`src/rtl/rv32i_hazard_unit.sv`:
```
// rv32i_hazard_unit: data-hazard and operand-forwarding controller for the RV32I in-order pipeline.
//
// The unit keeps a shadow scoreboard of the instructions in flight after decode. Entry index 0
// holds EXE (stage 1), index 1 holds MEM (stage 2), and so on. Each entry records
// {valid, rd, we, load}. From this scoreboard the unit drives a decode stall and a
// per-operand forwarding select, and it squashes the decode slot on control redirects.
//
// Build option:
//   RV32I_HAZARD_FWD_EN  defined   -> forwarding; only a load hit younger than LOAD_READY stalls.
//                        undefined -> full interlock; every hit stalls and the selects are 0.
//
// Ports:
//   clk_i, resetn_i          clock and asynchronous active-low reset
//   advance_i                pipeline advances this cycle; the scoreboard shifts
//   dec_*_i                  decode-slot instruction: sources, destination, load flag
//   redirect_i               taken branch or jump; kills the decode instruction
//   stall_o, squash_o        hold decode and inject a bubble / decode slot becomes a bubble
//   fwd_rs1_sel_o, fwd_rs2_sel_o  0 = register file, k = forward from stage k
//   inflight_o               count of valid writing entries
//   stall_cnt_o              saturating count of stalled advancing cycles
module rv32i_hazard_unit #(
  parameter int unsigned NB_STAGES  = 3,
  parameter int unsigned LOAD_READY = 2,
  parameter int unsigned REG_AW     = 5,
  parameter int unsigned CNT_W      = 16
) (
  input  logic              clk_i,
  input  logic              resetn_i,
  input  logic              advance_i,
  input  logic              dec_valid_i,
  input  logic [REG_AW-1:0] dec_rs1_i,
  input  logic [REG_AW-1:0] dec_rs2_i,
  input  logic              dec_rs1_used_i,
  input  logic              dec_rs2_used_i,
  input  logic [REG_AW-1:0] dec_rd_i,
  input  logic              dec_rd_we_i,
  input  logic              dec_is_load_i,
  input  logic              redirect_i,
  output logic              stall_o,
  output logic              squash_o,
  output logic [2:0]        fwd_rs1_sel_o,
  output logic [2:0]        fwd_rs2_sel_o,
  output logic [2:0]        inflight_o,
  output logic [CNT_W-1:0]  stall_cnt_o
);

  logic [NB_STAGES-1:0]             r_valid;
  logic [NB_STAGES-1:0]             r_we;
  logic [NB_STAGES-1:0]             r_load;
  logic [NB_STAGES-1:0][REG_AW-1:0] r_rd;
  logic [CNT_W-1:0]                 r_stall_cnt;

  logic       w_hit1, w_hit2;
  logic       w_haz1, w_haz2;
  logic [2:0] w_sel1, w_sel2;
  logic       w_issue;
  logic       w_dec_we;
  logic [2:0] w_inflight;

`ifdef RV32I_HAZARD_FWD_EN
  logic [2:0] w_k1, w_k2;
  logic       w_ld1, w_ld2;

  // Walk from the oldest stage to the youngest so the youngest match is the one that sticks.
  always_comb begin
    w_hit1 = 1'b0;
    w_hit2 = 1'b0;
    w_k1   = '0;
    w_k2   = '0;
    w_ld1  = 1'b0;
    w_ld2  = 1'b0;
    for (int k = NB_STAGES; k >= 1; k--) begin
      if (r_valid[k-1] && r_we[k-1] && (r_rd[k-1] == dec_rs1_i)) begin
        w_hit1 = 1'b1;
        w_k1   = 3'(k);
        w_ld1  = r_load[k-1];
      end
      if (r_valid[k-1] && r_we[k-1] && (r_rd[k-1] == dec_rs2_i)) begin
        w_hit2 = 1'b1;
        w_k2   = 3'(k);
        w_ld2  = r_load[k-1];
      end
    end
    w_hit1 = w_hit1 & dec_rs1_used_i & (dec_rs1_i != '0);
    w_hit2 = w_hit2 & dec_rs2_used_i & (dec_rs2_i != '0);
    // Load data not yet available at the hit stage: cannot forward.
    w_haz1 = w_hit1 & w_ld1 & (w_k1 < 3'(LOAD_READY));
    w_haz2 = w_hit2 & w_ld2 & (w_k2 < 3'(LOAD_READY));
    w_sel1 = (w_hit1 && !w_haz1) ? w_k1 : 3'd0;
    w_sel2 = (w_hit2 && !w_haz2) ? w_k2 : 3'd0;
  end
`else
  logic w_unused_load;
  assign w_unused_load = dec_is_load_i ^ (^r_load) ^ (LOAD_READY == 0);

  always_comb begin
    w_hit1 = 1'b0;
    w_hit2 = 1'b0;
    for (int k = 0; k < NB_STAGES; k++) begin
      if (r_valid[k] && r_we[k] && (r_rd[k] == dec_rs1_i)) w_hit1 = 1'b1;
      if (r_valid[k] && r_we[k] && (r_rd[k] == dec_rs2_i)) w_hit2 = 1'b1;
    end
    w_hit1 = w_hit1 & dec_rs1_used_i & (dec_rs1_i != '0);
    w_hit2 = w_hit2 & dec_rs2_used_i & (dec_rs2_i != '0);
    w_haz1 = w_hit1;
    w_haz2 = w_hit2;
    w_sel1 = 3'd0;
    w_sel2 = 3'd0;
  end
`endif

  always_comb begin
    stall_o       = dec_valid_i & (w_haz1 | w_haz2);
    squash_o      = stall_o | redirect_i;
    fwd_rs1_sel_o = stall_o ? 3'd0 : w_sel1;
    fwd_rs2_sel_o = stall_o ? 3'd0 : w_sel2;
  end

  assign w_issue  = dec_valid_i & ~stall_o & ~redirect_i;
  // Writes to x0 never produce a result anyone can depend on.
  assign w_dec_we = dec_rd_we_i & (dec_rd_i != '0);

  always_ff @(posedge clk_i or negedge resetn_i) begin
    if (!resetn_i) begin
      r_valid <= '0;
      r_we    <= '0;
      r_load  <= '0;
      r_rd    <= '0;
    end else if (advance_i) begin
      if (NB_STAGES > 1) begin
        r_valid <= {r_valid[NB_STAGES-2:0], w_issue};
        r_we    <= {r_we[NB_STAGES-2:0], w_issue & w_dec_we};
        r_load  <= {r_load[NB_STAGES-2:0], w_issue & dec_is_load_i};
        r_rd    <= {r_rd[NB_STAGES-2:0], dec_rd_i};
      end
    end
  end

  always_ff @(posedge clk_i or negedge resetn_i) begin
    if (!resetn_i) begin
      r_stall_cnt <= '0;
    end else if (advance_i && stall_o && (r_stall_cnt != '1)) begin
      r_stall_cnt <= r_stall_cnt + CNT_W'(1);
    end
  end

  always_comb begin
    w_inflight = '0;
    for (int k = 0; k < NB_STAGES; k++) begin
      w_inflight = w_inflight + {2'b00, r_valid[k] & r_we[k]};
    end
  end

  assign inflight_o  = w_inflight;
  assign stall_cnt_o = r_stall_cnt;

endmodule

```
`config.mk`:
```
export PLATFORM = sky130hd
export DESIGN_NAME = rv32i_hazard_unit
export DESIGN_NICKNAME = d
export VERILOG_FILES = /design/src/rtl/rv32i_hazard_unit.sv
export SDC_FILE = /design/constraint.sdc
export NUM_CORES = 1
export LEC_CHECK = 0
export CAP_MARGIN = 20
export CORE_MARGIN = 3
export CORE_UTILIZATION = 44
export CTS_CLUSTER_SIZE = 25
export DETAILED_ROUTE_END_ITERATION = 8
export PLACE_DENSITY_LB_ADDON = 0.3
export SYNTH_ARGS = -nofsm -noshare
export SYNTH_HDL_FRONTEND = slang
export SYNTH_SLANG_ARGS = --single-unit
export TNS_END_PERCENT = 10
```
`constraint.sdc`:
```
create_clock -name clk_i -period 2.8 [get_ports clk_i]
set_clock_uncertainty 0.05 [all_clocks]
set_input_delay 0.84 -clock clk_i [delete_from_list [all_inputs] [get_ports clk_i]]
set_output_delay 0.84 -clock clk_i [all_outputs]
set_load 0.1 [all_outputs]
```
; Word-level counts from Yosys, hierarchy flattened
; Index checks and enable logic that the tools add are counted.
[word_totals]
reg_bits = 37
input_bits = 24
output_inout_bits = 27
elab_cells = 52
[op_classes]
addsub = 3
eq_ne = 7
muxes = 6
bitwise = 16
n_reduce_logical = 14
[ops]
columns = cell, count
row1 = $eq A5 B5 Y1, 6
row2 = $add A16 B1 Y16 const B, 1
row3 = $ne A16 B16 Y1 const B, 1
row4 = $reduce_bool A5 Y1, 3
row5 = $and A1 B1 Y1, 12
row6 = $logic_and A1 B1 Y1, 11
row7 = $mux W1, 6
row8 = $add A2 B1 Y3, 1
row9 = $add A1 B1 Y2, 1
row10 = $not A1 Y1, 2
row11 = $or A1 B1 Y1, 2

; Logic depth before layout (Yosys ltp)
[depth]
ltp_word = 13
depth_mapped = 7

; Worst setup path after synthesis
; Ideal clock, no wire load.
[synth_path]
kind = input-to-output
from = input dec_rs1_i[1]
to = output squash_o
arrival_ps = 3246
t_required_ps = 1910
slack_ps = -1336
stages = 7
path_buffers = 0
path_cell_list = xnor2_1 -> o221ai_1 -> nor4b_4 -> nor3_1 -> o22ai_1 -> and2_1 -> or2_1
[synth_between]
elab_chain_len = 10
elab_cells_between_ends = 15
cone_classes = 3 x eq/ne / 3 x mux / 5 x bitwise / 4 x reduce/logical
[synth_rtl]
columns = item, line
row1 = "start, declared", 31  ; input logic [REG_AW-1:0] dec_rs1_i,
row2 = $eq A5 B5 Y1, 100  ; if (r_valid[k] && r_we[k] && (r_rd[k] == dec_rs1_i)) w_hit1 = 1'b1;
row3 = $logic_and A1 B1 Y1, 100
row4 = $mux W1 (3 in a row), 100
row5 = $and A1 B1 Y1, 103  ; w_hit1 = w_hit1 & dec_rs1_used_i & (dec_rs1_i != '0);
row6 = $and A1 B1 Y1 (*), 103
row7 = $or A1 B1 Y1 (*), 113  ; stall_o = dec_valid_i & (w_haz1 | w_haz2);
row8 = $and A1 B1 Y1 (*), 113
row9 = net stall_o, 39  ; output logic stall_o,
row10 = $or A1 B1 Y1 (*), 114  ; squash_o = stall_o | redirect_i;
row11 = "end, declared", 40  ; output logic squash_o,
; The timed path passes the listed nets; every way through them passes the cells marked *.

; Worst setup path in the final report
[layout_path]
from = input dec_rs1_i[1]
to = output squash_o
[layout_between]
elab_chain_len = 10
elab_cells_between_ends = 15
cone_classes = 3 x eq/ne / 3 x mux / 5 x bitwise / 4 x reduce/logical
[layout_rtl]
columns = item, line
row1 = $eq A5 B5 Y1, 100
row2 = $logic_and A1 B1 Y1, 100
row3 = $mux W1 (3 in a row), 100
row4 = $and A1 B1 Y1, 103
row5 = $and A1 B1 Y1 (*), 103
row6 = $or A1 B1 Y1 (*), 113
row7 = $and A1 B1 Y1 (*), 113
row8 = $or A1 B1 Y1 (*), 114
; Every way passes the cells marked *; elsewhere a longest branch is shown, timed or not.

==> results.tsv <==
stage	metric	value	unit
global_route	GR Util All Layers	0.179	
setup_path	CP startpoint kind	input pin	
cells_and_area	fillers	337	
worst_hold_path	worst hold path type	reg2reg	
yosys	YS warnings	0	
route	Residual DRC	0	
place	pre-CTS setup slack	-1.04	ns
timing	Final Max Slew Viols	0	
yosys	largest family of logic cells by synthesized area	XOR/XNOR gates	
place	routability cong.	0.855	
cells_and_area	FF/Latch Area	926	um2
setup_path	critical path, cell by cell	buf_6 -> buf_4 -> xnor2_2 -> nand4_1 -> nor3_2 -> nor3_2 -> o22ai_2 -> and2_4 -> or2_4 -> buf_12	
yosys	Synth Instances	179	
cells_and_area	Final Non-Filler Cells	301	
global_route	first-pass GRT wire length	7.40	mm
setup_path	WP data required	1.91	ns
cells_and_area	Antenna diodes	0	
pwr	Leak	1.31	nW
floorplanning	I/O pin count	51	
clock_tree	root buffer cell	clkbuf_8	
pwr	P per Cell Area	520	nW/um2
clock_tree	CTS clock-pin slew for the worst setup and hold paths	0.08	ns
timing	worst setup margin	-0.422	ns
timing	fin crit period	3.22	ns
floorplanning	total core area	4440	um2
setup_path	CP max stage delay	0.23	ns
setup_path	WP data arrival	2.33	ns
yosys	multiplexer share of the synthesized area	0.110	
setup_path	Worst setup EP type	output port	
setup_path	CP delay by family, top	simple AND/OR/NAND/NOR gates	
route	per-cell routed wire length	15.4	um
place	Final HPWL DP	3.31	mm
timing	count of final setup violators	2	
clock_tree	CTS Buffer Depth	2	
clock_tree	H-tree levels	2	
route	vias	1585	
timing	RSZ-0062 raised after global routing	true	
floorplanning	Initial Util	0.463	
pwr	worst vdd ir	0.349	mV
route	Via density	5.27	
cells_and_area	most frequent cells in the layout	buf_4 (40), dfrtp_1 (37), xnor2_1 (30)	
cells_and_area	fin util	0.660	
clock_tree	worst-skew pair later-pin latency	0.29	ns
timing	Max Fclk	0.310	GHz
clock_tree	cts hold-fix bufs	0	
setup_path	CP max FO	4	
setup_path	Worst path most repeated cell	nor3_2	
floorplanning	Die X	74.4	um
run_status	failing checks	setup timing	
setup_path	critical path type	in2out	
timing	Hold Vio Cnt, Final	0	
setup_path	reg-to-reg setup timing slack	0.58	ns
yosys	Simple-Gate Fraction of Synth Area	0.139	
run	Max Cap Violations	0	
yosys	post-synthesis register bit count	37	
route	final WL	4.63	mm
yosys	average cell area after synthesis	11.5	um2
route	First DRT Iteration DRCs	39	
pwr	Total Power	1.53	mW
setup_path	worst r2r src	r_rd[11]	
yosys	adder-cell area share of the yosys netlist	0.0158	
cells_and_area	most common cell after layout, fill and taps aside	buf_4	
clock_tree	CTS tree	built	
timing	Tcrit/Tclk final	1.15	
yosys	Synth Area in XOR/XNOR	0.183	
timing	total negative slack	-0.706	ns
clock_tree	CTS buffer count	5	
clock_tree	clock sink count	37	
global_route	grt ovf	0	
global_route	initial antenna violation count	0	
global_route	vias in the first global route	1563	
yosys	register area share after synthesis	0.450	
run_status	status	complete, but fails checks	
place	I/O Buffers	42	
global_route	largest net degree at the start of global routing	38	
cells_and_area	multi-input logic area	1190	um2
place	DP Cell Count	289	
yosys	Unique masters post-synth	34	
floorplanning	die area	5530	um2
floorplanning	Die Span Y	74.4	um
setup_path	Buf/Inv on CP	3	
route	router iterations before antenna repair	4	
setup_path	CP max stage cell	nor3_2	
yosys	Post-Syn Area	2060	um2
cells_and_area	layout cells sized above 1	0.434	
cells_and_area	P&R area growth vs syn	42.8	%
route	Detail Route Antenna Nets	0	
setup_path	crit path launch	dec_rs1_i[1]	
yosys	post-synthesis compound-gate area fraction	0.0584	
floorplanning	site row count	24	
cells_and_area	Final #Nets	274	
worst_hold_path	hold wc startpoint	stall_cnt_o[7]	
flip-flops by register name, indices dropped and copies added (netlist names):
name and cells:
stall_cnt_o 16, r_rd 15, r_we 3, r_valid 3
cells by family (layout without fill, tap and decap cells):
| family | after synthesis | count (layout) |
|---|---|---|
| AO/OA/AOI/OAI | 12 | 12 |
| other | 1 | 7 |
| multiplexers | 20 | 20 |
| flip-flops | 37 | 37 |
| buffers and inverters | 16 | 80 |
| AND/OR/NAND/NOR | 48 | 48 |
| XOR/XNOR | 43 | 43 |
| adder cells (fa/ha/maj) | 2 | 2 |
timing repair:
action / 4_1_cts / 5_1_grt
resized for setup: 64 / 8
setup buffers: 3 / 2
gates cloned: 0 / 0
pin swaps: 11 / 12
setup endpoints to repair: 14 / 2
power breakdown:
part / switching [mW] / internal [mW] / leakage (nW) / total (mW)
sequential: 0.0635 / 0.577 / 0.479 / 0.641
combinational: 0.181 / 0.155 / 0.759 / 0.336
clock: 0.193 / 0.358 / 0.0687 / 0.551
area by class of cell:
cell class,instances,area share
Inverter,6,0.00767
Clock inverter,3,0.0234
Sequential cell,37,0.315
Clock buffer,5,0.0234
Tap cell,52,0.0222
Multi-Input combinational cell,132,0.406
Timing Repair Buffer,66,0.202
cell usage after synthesis:
cell type / count / area, um2
and2_1: 2 / 12.5
nand2_1: 7 / 26.3
buf_4: 7 / 52.6
buf_1: 1 / 3.75
ha_1: 1 / 12.5
nor3_1: 7 / 35.0
mux2_2: 19 / 214
inv_1: 4 / 15.0
o32ai_1: 2 / 17.5
nor2_1: 2 / 7.51
mux2_1: 1 / 11.3
dfrtp_1: 37 / 926
o22ai_1: 1 / 6.26
clkbuf_1: 2 / 7.51
nand3_1: 6 / 30.0
nor2b_1: 1 / 6.26
a211oi_4: 1 / 20.0
fa_1: 1 / 20.0
or2_1: 1 / 6.26
and4_1: 1 / 8.76
inv_2: 2 / 7.51
conb_1: 1 / 3.75
xnor2_1: 34 / 298
o21ai_1: 2 / 10.0
and3_1: 6 / 37.5
nor4b_4: 1 / 23.8
a221oi_2: 1 / 15.0
nand4_1: 11 / 68.8
a21oi_2: 1 / 8.76
xor2_1: 9 / 78.8
or4_1: 3 / 22.5
o221ai_1: 1 / 8.76
o2111ai_1: 1 / 8.76
o31ai_2: 2 / 25.0
path summary, 6_finish.rpt:
path,endpoint,depth (start not counted)
max in group asynchronous,r_valid[0],2
hold / removal,stall_cnt_o[7],1
setup reg to reg,stall_cnt_o[13],8
setup / recovery,squash_o,10
hold reg to reg,stall_cnt_o[7],1
min in group asynchronous,stall_cnt_o[13],2
stage by stage:
step | cell area, um2 | hold slack (ns)
finish | 2940 | 0.443
global route | 2940 | 0.479
CTS | 2890 | 0.446
detailed placement | 2680 | 0.435
global placement | 2680 | 0.428
floorplan | 2110 | 0.431
worst register-to-register path: stages (launching register included):
cell	delay [ns]
dfrtp_1	0.47
xnor2_4	0.19
o221ai_2	0.12
nor4b_4	0.33
buf_4	0.17
o31ai_2	0.11
a211oi_4	0.38
nand4_1	0.16
xnor2_1	0.14
routing by layer:
layer,global-route usage,wire (um),vias to the layer above
li1,-,-,760
met1,0.212,1970,763
met2,0.300,2290,50
met3,0.0432,224,12
met4,0.0949,147,0
met5,0,0,-
Note: power is estimated with default switching activity, not from simulation.
